===== config.mk =====
export PLATFORM = sky130hd
export DESIGN_NAME = inst_seq_ctrl
export DESIGN_NICKNAME = d
export VERILOG_FILES = /design/src/rtl/inst_seq_ctrl.sv
export SDC_FILE = /design/constraint.sdc
export NUM_CORES = 1
export LEC_CHECK = 0
export BUFFER_PORTS_ARGS = -buffer_cell sky130_fd_sc_hd__buf_4
export CAP_MARGIN = 20
export CORE_MARGIN = 2
export CORE_UTILIZATION = 40
export DETAILED_ROUTE_END_ITERATION = 8
export PLACE_DENSITY = 0.72
export SYNTH_ARGS = -nofsm -noshare
export SYNTH_HDL_FRONTEND = slang
export SYNTH_SLANG_ARGS = --single-unit

===== constraint.sdc =====
create_clock -name clk -period 2.7 [get_ports clk]
set_clock_uncertainty 0.05 [all_clocks]
set_input_delay 0.27 -clock clk [delete_from_list [all_inputs] [get_ports clk]]
set_output_delay 0.27 -clock clk [all_outputs]
set_load 0.01 [all_outputs]

===== src/rtl/inst_seq_ctrl.sv =====
// ---------------------------------------------------------------------------
// inst_seq_ctrl -- instruction sequencer control
//
// Walks an instruction buffer from address 0 up to a latched last address,
// repeating the walk a latched number of passes. It drives the read FIFO head
// counter through rd (advance) and restart (return to 0), and keeps a shadow
// copy of the head address in pc.
//
// Optional feature: define INST_SEQ_PERF_EN to build the stall performance
// counter on stallCnt. With the macro undefined, stallCnt is tied to 0 and no
// counter logic is built.
// ---------------------------------------------------------------------------
module inst_seq_ctrl #(
    parameter int addrLen = 5,
    parameter int iterLen = 16
) (
    input  logic               clk,
    input  logic               reset,
    input  logic               start,
    input  logic               abort,
    input  logic [addrLen-1:0] lastAddr,
    input  logic [iterLen-1:0] iterCnt,
    input  logic               stall,
    output logic               rd,
    output logic               restart,
    output logic               instValid,
    output logic [addrLen-1:0] pc,
    output logic [iterLen-1:0] iter,
    output logic               busy,
    output logic               done,
    output logic [31:0]        stallCnt
);

    typedef enum logic [2:0] {
        IDLE = 3'd0,
        LOAD = 3'd1,
        RUN  = 3'd2,
        WRAP = 3'd3,
        DONE = 3'd4
    } state_t;

    localparam logic [addrLen-1:0] ADDR_ONE = {{(addrLen-1){1'b0}}, 1'b1};
    localparam logic [iterLen-1:0] ITER_ONE = {{(iterLen-1){1'b0}}, 1'b1};

    state_t             state_q;
    state_t             state_d;
    logic [addrLen-1:0] pc_d;
    logic [iterLen-1:0] iter_d;
    logic [addrLen-1:0] last_addr_q;
    logic [addrLen-1:0] last_addr_d;
    logic [iterLen-1:0] iter_cnt_q;
    logic [iterLen-1:0] iter_cnt_d;

    // A start is only honoured from IDLE; while busy it is ignored.
    logic start_accept;
    assign start_accept = (state_q == IDLE) && start;

    // Abort only acts once a program is in flight; in IDLE it is a no-op.
    logic abort_active;
    assign abort_active = (state_q != IDLE) && abort;

    // The final fetch of a pass: the head is at the last instruction and
    // decode is taking it this cycle.
    logic pass_end;
    assign pass_end = (pc == last_addr_q) && !stall;

    // Final pass when iter has reached iterCnt-1 (iterCnt is non-zero here,
    // a zero count never leaves IDLE for RUN).
    logic last_pass;
    assign last_pass = (iter == (iter_cnt_q - ITER_ONE));

    // Next-state, datapath-next and output decode from the registered state.
    always_comb begin
        // NOTE: every signal written here gets a default before any branch,
        // so no path leaves one unassigned and no latch is inferred.
        state_d     = state_q;
        pc_d        = pc;
        iter_d      = iter;
        last_addr_d = last_addr_q;
        iter_cnt_d  = iter_cnt_q;
        rd          = 1'b0;
        restart     = 1'b0;
        instValid   = 1'b0;
        done        = 1'b0;
        busy        = (state_q != IDLE);

        case (state_q)
            IDLE: begin
                if (start) begin
                    last_addr_d = lastAddr;
                    iter_cnt_d  = iterCnt;
                    state_d     = (iterCnt == '0) ? DONE : LOAD;
                end
            end

            LOAD: begin
                restart = 1'b1;
                pc_d    = '0;
                iter_d  = '0;
                state_d = RUN;
            end

            RUN: begin
                // stall reaches only rd combinationally; everything else in
                // this branch is held state or a registered next value.
                instValid = 1'b1;
                rd        = !stall;
                if (!stall) begin
                    pc_d = pc + ADDR_ONE;
                end
                if (pass_end) begin
                    state_d = last_pass ? DONE : WRAP;
                end
            end

            WRAP: begin
                // One-cycle bubble per pass while the FIFO head rewinds.
                restart = 1'b1;
                pc_d    = '0;
                iter_d  = iter + ITER_ONE;
                state_d = RUN;
            end

            DONE: begin
                done    = 1'b1;
                state_d = IDLE;
            end

            default: begin
                state_d = IDLE;
            end
        endcase

        // Abort outranks stall and everything the case above decided: the
        // FIFO head rewinds this cycle and the program is dropped silently.
        if (abort_active) begin
            rd        = 1'b0;
            instValid = 1'b0;
            done      = 1'b0;
            restart   = 1'b1;
            pc_d      = '0;
            iter_d    = iter;
            state_d   = IDLE;
        end

        // While reset is held the FIFO head is kept at 0 in lockstep with
        // the sequencer; reset outranks abort.
        if (reset) begin
            rd        = 1'b0;
            instValid = 1'b0;
            done      = 1'b0;
            busy      = 1'b0;
            restart   = 1'b1;
        end
    end

    // State, shadow head address, pass index and latched program bounds.
    always_ff @(posedge clk) begin
        // NOTE: non-blocking assignments here so every register samples the
        // pre-edge values, independent of statement order.
        if (reset) begin
            state_q     <= IDLE;
            pc          <= '0;
            iter        <= '0;
            last_addr_q <= '0;
            iter_cnt_q  <= '0;
        end else begin
            state_q     <= state_d;
            pc          <= pc_d;
            iter        <= iter_d;
            last_addr_q <= last_addr_d;
            iter_cnt_q  <= iter_cnt_d;
        end
    end

`ifdef INST_SEQ_PERF_EN
    logic [31:0] stall_cnt_q;

    // Saturating count of RUN cycles held off by decode; cleared per program.
    always_ff @(posedge clk) begin
        if (reset) begin
            stall_cnt_q <= '0;
        end else if (start_accept) begin
            stall_cnt_q <= '0;
        end else if ((state_q == RUN) && stall && (stall_cnt_q != '1)) begin
            stall_cnt_q <= stall_cnt_q + 32'd1;
        end
    end

    assign stallCnt = stall_cnt_q;
`else
    logic unused_start_accept;
    assign unused_start_accept = start_accept;
    assign stallCnt = '0;
`endif

    // The FIFO head can never be advanced and rewound in the same cycle.
    property p_rd_restart_exclusive;
        @(posedge clk) !(rd && restart);
    endproperty
    a_rd_restart_exclusive: assert property (p_rd_restart_exclusive);

    // Completion is a single-cycle pulse.
    property p_done_single;
        @(posedge clk) disable iff (reset) done |=> !done;
    endproperty
    a_done_single: assert property (p_done_single);

endmodule


**Word level (Yosys, flattened, before mapping)**

Cells that the tools add are included.

- Bits in registers: 45
- Input bits: 26
- Output and inout bits: 58
- Logic and storage cells: 53

- Add/sub/neg operators: 3
- Equality and inequality tests: 9
- Multiplexer cells: 21
- Bitwise logic cells: 1
- Reduce and logical (&&, ||, !) cells: 14

Operators with widths:

| kind | number |
|---|---|
| $pmux 16 s2 | 1 |
| $add 16x1->16 const B | 1 |
| $eq 16x16->1 | 1 |
| $logic_not 16->1 | 1 |
| $sub 16x1->16 const B | 1 |
| $mux 1 | 13 |
| $mux 3 | 4 |
| $pmux 5 s2 | 1 |
| $pmux 3 s3 | 1 |
| $reduce_and 2->1 | 4 |
| $eq 3x2->1 const B | 2 |
| $ne 2x2->1 const B | 3 |
| $add 5x1->5 const B | 1 |
| $eq 5x5->1 | 1 |
| $mux 5 | 1 |
| $reduce_bool 2->1 | 2 |
| $reduce_or 2->1 | 2 |
| $eq 3x1->1 const B | 1 |
| $eq 3x3->1 const B | 1 |
| $logic_not 3->1 | 1 |
| $reduce_bool 3->1 | 1 |
| $logic_and 1x1->1 | 2 |
| $logic_not 1->1 | 1 |
| $not 1->1 | 1 |

**Longest topological paths before layout**

Gate-level depths: netlist of the first run.

- Depth in word-level cells: 5
- Depth in mapped cells: 11
- Mapped depth without buffers: 9

**Worst setup path after synthesis of the first run**

OpenSTA, ideal clock, no wires.

- Kind: reg-to-reg
- Start: register iter_cnt_q[0]
- End: register state_q[1]
- Arrival time: 2.541 ns
- Required time: 2.522 ns
- Slack: -0.019 ns
- Cell stages (with the launch flop): 12
- Buffers on the path: 2
- Path through: dfxtp_1 -> buf_6 -> inv_1 -> ha_1 -> or3b_2 -> clkbuf_1 -> nor4_1 -> xnor2_1 -> nand2_1 -> or4_4 -> o41ai_2 -> nand3_1

- Word-level cells in the longest chain between the ends: 5

RTL lines:

| element | RTL line | RTL |
|---|---|---|
| start: declaration | 51 | `logic [iterLen-1:0] iter_cnt_q;` |
| start signal: assignment | 172 | `iter_cnt_q <= iter_cnt_d;` |
| $sub 16x1->16 | 70 | `assign last_pass = (iter == (iter_cnt_q - ITER_ONE));` |
| $eq 16x16->1 | 70 |  |
| $mux 3 | 112 | `state_d = last_pass ? DONE : WRAP;` |
| $mux 3 | 111 | `if (pass_end) begin` |
| $pmux 3 s3 | 87 | `case (state_q)` |
| end signal: assignment | 168 | `state_q <= state_d;` |
| end: declaration | 45 | `state_t state_q;` |

No other way between the ends. The select of a mux whose other input is x is not followed.
A chain may end at the register's enable or synchronous reset.

**Worst setup path after layout of the first run**

Ends and elaborated chain as after synthesis.

==> results of run 1 <==
[layout by cell type, fill, tap and decap left out, drive strengths merged, types with 9 or more instances in the layout]
master and n:
xnor2 22, nor3 12, nor2 30, dfxtp 45, o21ai 9, nand2 56, conb 32, buf 63
nor4 11, a21oi 30, nand3 11, xor2 19
[stage by stage]
step,setup WS (ps),std cells
global route,1.22,516
finish,143,516
global placement,192,508
detailed placement,140,508
CTS,107,516
floorplan,23.3,401
[final cells by class]
class                   instances  area share (%)
clock buffers                   6            2.19
clock inverters                 2           0.301
well taps                      96            3.62
inverters                       8           0.904
multi-input cells             296            51.6
flip-flops and latches         45            27.1
repair buffers                 63            14.2
[logic make-up after synthesis]
family | Yosys count | synth area share, %
compound gates | 54 | 11.2
xor+xnor | 41 | 12.6
fa+ha+maj | 3 | 1.32
buf+inv | 60 | 13.0
simple gates | 165 | 29.8
other cells | 1 | 0.132
mux | 1 | 0.351
flops | 45 | 31.6
[power by group through the flow]
| stage | sequential [mW] | clock (mW) | combinational, mW |
|---|---|---|---|
| after floorplan | 0.716 | 0 | 0.273 |
| after global placement | 0.727 | 0 | 0.316 |
| after detailed placement | 0.728 | 0 | 0.321 |
| after CTS | 0.712 | 0.422 | 0.323 |
| after global routing | 0.717 | 0.459 | 0.364 |
| final | 0.713 | 0.415 | 0.325 |
[state kept, by name (all words and copies together), names as in the netlist]
| name | flops |
|---|---|
| last_addr_q | 5 |
| iter | 16 |
| iter_cnt_q | 16 |
| pc | 5 |
| state_q | 3 |
[metal layers]
layer  up-vias  global-route usage (%)  share of wire, %
met5         -                       0                 0
met4         0                    4.82               1.1
met3         6                    3.17               5.2
met2        72                    28.6                47
met1      1194                    25.2                46
li1       1303                       -                 -
[what timing repair did]
item / CTS / global route
endpoints found under the setup margin: 0 / 3
buffers inserted: 0 / 0
endpoints found under the hold margin: 0 / 0
hold buffers: 0 / 0
gates resized for setup: 0 / 1
[worst max-delay path by stage]
stage / start / end / cells after the start
after global routing: iter_cnt_q[0] / state_q[1] / 9
after detailed placement: iter_cnt_q[0] / state_q[1] / 9
after CTS: iter_cnt_q[2] / state_q[1] / 7
final: iter_cnt_q[0] / state_q[1] / 9
after global placement: iter_cnt_q[0] / state_q[1] / 9
after floorplan: iter_cnt_q[0] / state_q[1] / 11
[critical path, cell delays in order, from the launching register on]
cell and delay (ps):
dfxtp_1 320, inv_1 50, ha_1 170, or3b_2 480
nor4_2 250, xnor2_1 150, nand2_1 80, or4_4 530
o41ai_2 260, nand3_1 110
==> qor.yml, run 1 <==
outcome: "completed"
yosysSeqAreaShare_pct: 31.6
first_iter_violations: 148
p_sw_mw: 0.447
seq_area_um2: 901
min_period_ps: 2560
period_share_pct: 94.7
hold_depth: 3
hpwl_um: 5180
synth_flop_cell: "dfxtp_1"
io_buffers: 51
synth_top_area_cell: "dfxtp_1"
finish.instance_area_um2: 3320
yosys-top-cells-count: "56 x nand2_1, 45 x dfxtp_1, 32 x buf_4"
hold_violations: 0
vias_per_cell: 4.99
cts.clk_slew.worst_paths_ps: 90
routedWlPerCell_um: 13.0
ant_nets: 0
clockBufferDepth: 2
synth_area_per_cell_um2: 7.71
drc: 0
reg2reg_depth: 9
swShare_pct: 30.8
drive_gt1_share_pct: 19.5
max_slew.worst_pin.slew_ps: 693
dieWidth_um: 88.4
setup_violations: 0
coreArea_um2: 6830
numCtsBuffers: 5
seq_power_share_pct: 49.1
syn-cell-area_um2: 2850
total_power_mw: 1.45
max_freq_ghz: 0.391
synth_cell_types: 47
cp-end-kind: "register"
clk_latency_ps: 300
synth_edf_count: 0
grt_max_degree: 30
yosysWarnings: 0
internal_power_mw: 1.01
cts_sinks: 45
p_clk_share_pct: 28.6
die_area_um2: 7820
synthTopCellsByArea: "dfxtp_1 32%, buf_4 8.4%, nand2_1 7.4%"
arrival_ps: 2690
rrSetupSlack_ps: 140
grt_usage_pct: 18.0
cts_tree: "yes"
synth_top_cell_area_share_pct: 31.6
async_reset_ff_share_pct: 0
hold_slack_ps: 160
setup_tns_ps: 0
start_kind: "register"
criticalPathCategory: "register to register"
relSlewSlack_pct: 53.8
yosysMostFrequentCell: "nand2_1"
fin_nets: 448
n_antenna_cell: 0
antenna_found_initial: 0
cts_root_buffer: "clkbuf_8"
rsz0062_at_grt: "no"
hold_path.class: "input port to register"
required_ps: 2830
grt_overflow: 0
final_util_pct: 48.6
drv_cap: 0
slew_viol_final: 0
fill_cells: 690
drtPass1Iterations: 4
holdPathEnd: "last_addr_q[4]"
combinationalPowerShare_pct: 22.4
placed_area_um2: 3230
gp_congestion: 0.882
worstHoldStart: "lastAddr[4]"
multi_input_area_um2: 1710
grt_pass1_wl_um: 11200
power.density_nw_per_um2: 438
vdd.ir_drop.worst_mv: 0.275
reg2reg_from: "iter_cnt_q[0]"
die_y_um: 88.4
synth-seq-cells: 45
r2r_end: "state_q[1]"
io-pin-count: 84
start_util_pct: 41.7
synth_cells: 370
routed-via-count: 2575
wl_um: 6690
htreeDepth: 2
rows: 30
p_leak_nw: 1.36
grt_pass1_vias: 2338
crit_fanout: 2
synthToLayoutAreaGrowth_pct: 16.5
(Power assumes the default switching activity.)
==> run 2: changes to the inputs <==
MAX_ROUTING_LAYER = met4   (was default)
REMOVE_ABC_BUFFERS = 1   (was default)
==> run 2 against run 1 <==
  * Clock power is 10% higher
  * Cell area is 0.90% higher
  * Die area unchanged
  * Via count shrank 1.5%
  * Utilization increased by 0.44 points
  * Register-to-register slack gained 20 ps
  * Count of clock-buffer cells in the layout up 1
  * Non-clock buffer count stayed put
  * Global-route usage fell by 0.46 points
  * Final cell count unchanged
  * Sequential share of layout area is 0.24 points lower
  * Largest cell class unchanged
  * Highest routed layer unchanged
==> qor.yml, run 2 (same netlist as run 1, synthesis figures left out) <==
cp-end-kind: "register"
drv_cap: 0
worstPathCellList: "inv_1 > ha_1 > or3b_2 > nor4_2 > xnor2_1 > nand2_1 > or4_4 > o41ai_4 > nand3_1"
p_leak_nw: 1.37
grt_usage_pct: 17.5
final_common_cell: "buf_4"
slew_viol_final: 0
fill_cells: 697
hold_path.class: "input port to register"
clk_latency_ps: 300
htreeDepth: 2
dieWidth_um: 88.4
stdcell_count: 516
drtPass1Iterations: 4
first_iter_violations: 167
n_antenna_cell: 0
coreArea_um2: 6830
grt_max_degree: 30
seq_area_um2: 901
ant_nets: 0
wl_um: 6310
required_ps: 2840
io-pin-count: 84
grt_pass1_wl_um: 10400
post_cts_buffers: 0
start_kind: "register"
p_clk_share_pct: 30.6
ctsHoldBuffers: 0
fin_nets: 448
vdd.ir_drop.worst_mv: 0.288
relSlewSlack_pct: 54.0
routed-via-count: 2537
crit_path_max_incr_delay_ps: 550
criticalPathCategory: "register to register"
max_slew.worst_pin.slew_ps: 690
gp_congestion: 0.859
synthToLayoutAreaGrowth_pct: 17.5
crit_fanout: 2
min_period_ps: 2540
setup_violations: 0
vias_per_cell: 4.92
drive_gt1_share_pct: 19.8
seq_power_share_pct: 47.6
max_freq_ghz: 0.394
combinationalPowerShare_pct: 21.8
routedWlPerCell_um: 12.2
layout_common_cells: "63 x buf_4, 56 x nand2_1, 45 x dfxtp_1"
p_sw_mw: 0.435
internal_power_mw: 1.06
cpMaxStageDelayCell: "or4_4"
numCtsBuffers: 5
dp_cells: 508
period_share_pct: 93.9
start_util_pct: 41.7
swShare_pct: 29.1
die_area_um2: 7820
largestRegisters: "iter: 16 flops, iter_cnt_q: 16 flops"
antenna_found_initial: 0
clockBufferDepth: 2
io_buffers: 51
rows: 30
cts.clk_slew.worst_paths_ps: 90
cts_sinks: 45
drc: 0
hpwl_um: 4960
hold_violations: 0
cts_tree: "yes"
arrival_ps: 2680
multi_input_area_um2: 1730
cts_root_buffer: "clkbuf_8"
power.density_nw_per_um2: 446
outcome: "completed"
hold_slack_ps: 164
grt_pass1_vias: 2272
die_y_um: 88.4
grt_overflow: 0
==> run 2: timing repair <==
item	in CTS	in global routing
hold endpoints to repair	0	0
gates resized for setup	0	3
setup endpoints to repair	0	2
==> run 2: area by class of cell <==
class	count	share of cell area [%]
multi-input cells	296	51.5
clock buffers	7	2.88
well taps	96	3.58
inverters	8	0.896
flip-flops and latches	45	26.9
repair buffers	63	14.1
clock inverters	1	0.149
==> run 2: metrics by stage <==
stage                     utilization [%]  TNS [ps]  setup slack (ps)  total power, mW  cell area, um^2
after floorplan                         -      -144             -88.1            0.935             2630
after global placement               47.2         0               134             1.04             3230
after detailed placement             47.2         0              95.5             1.04             3230
after CTS                            48.7         0              94.4             1.50             3330
after global routing                 49.0     -31.7             -31.7             1.57             3350
final                                49.0         0               164             1.49             3350
==> run 2: per-layer routing <==
metal	global-route usage (%)	vias to the layer above	wire (um)
met2	27.7	71	3000
met1	22.7	1159	2910
met5	-	-	0
met3	2.89	4	316
li1	-	1303	-
met4	6.06	0	86
==> run 2: critical path: cells and delay by family (launching register included) <==
kind	cells	cell delay (ps)
compound gates	1	250
simple gates	5	1480
fa+ha+maj	1	160
buf+inv	1	50
xor+xnor	1	150
flops	1	310
==> run 2: power groups by stage <==
stage	registers [mW]	logic, mW	clock network [mW]
floorplan	0.726	0.208	0
global placement	0.724	0.313	0
detailed placement	0.726	0.317	0
CTS	0.710	0.318	0.467
global route	0.715	0.366	0.491
finish	0.711	0.325	0.457
==> run 2: worst paths after layout <==
kind	startpoint	depth (start not counted)	slack, ps	to
worst max-delay path	iter_cnt_q[0]	9	160	state_q[1]
worst min register to register	last_addr_q[2]	2	430	last_addr_q[2]
worst min-delay path	lastAddr[3]	3	160	last_addr_q[3]
worst max register to register	iter_cnt_q[0]	9	160	state_q[1]
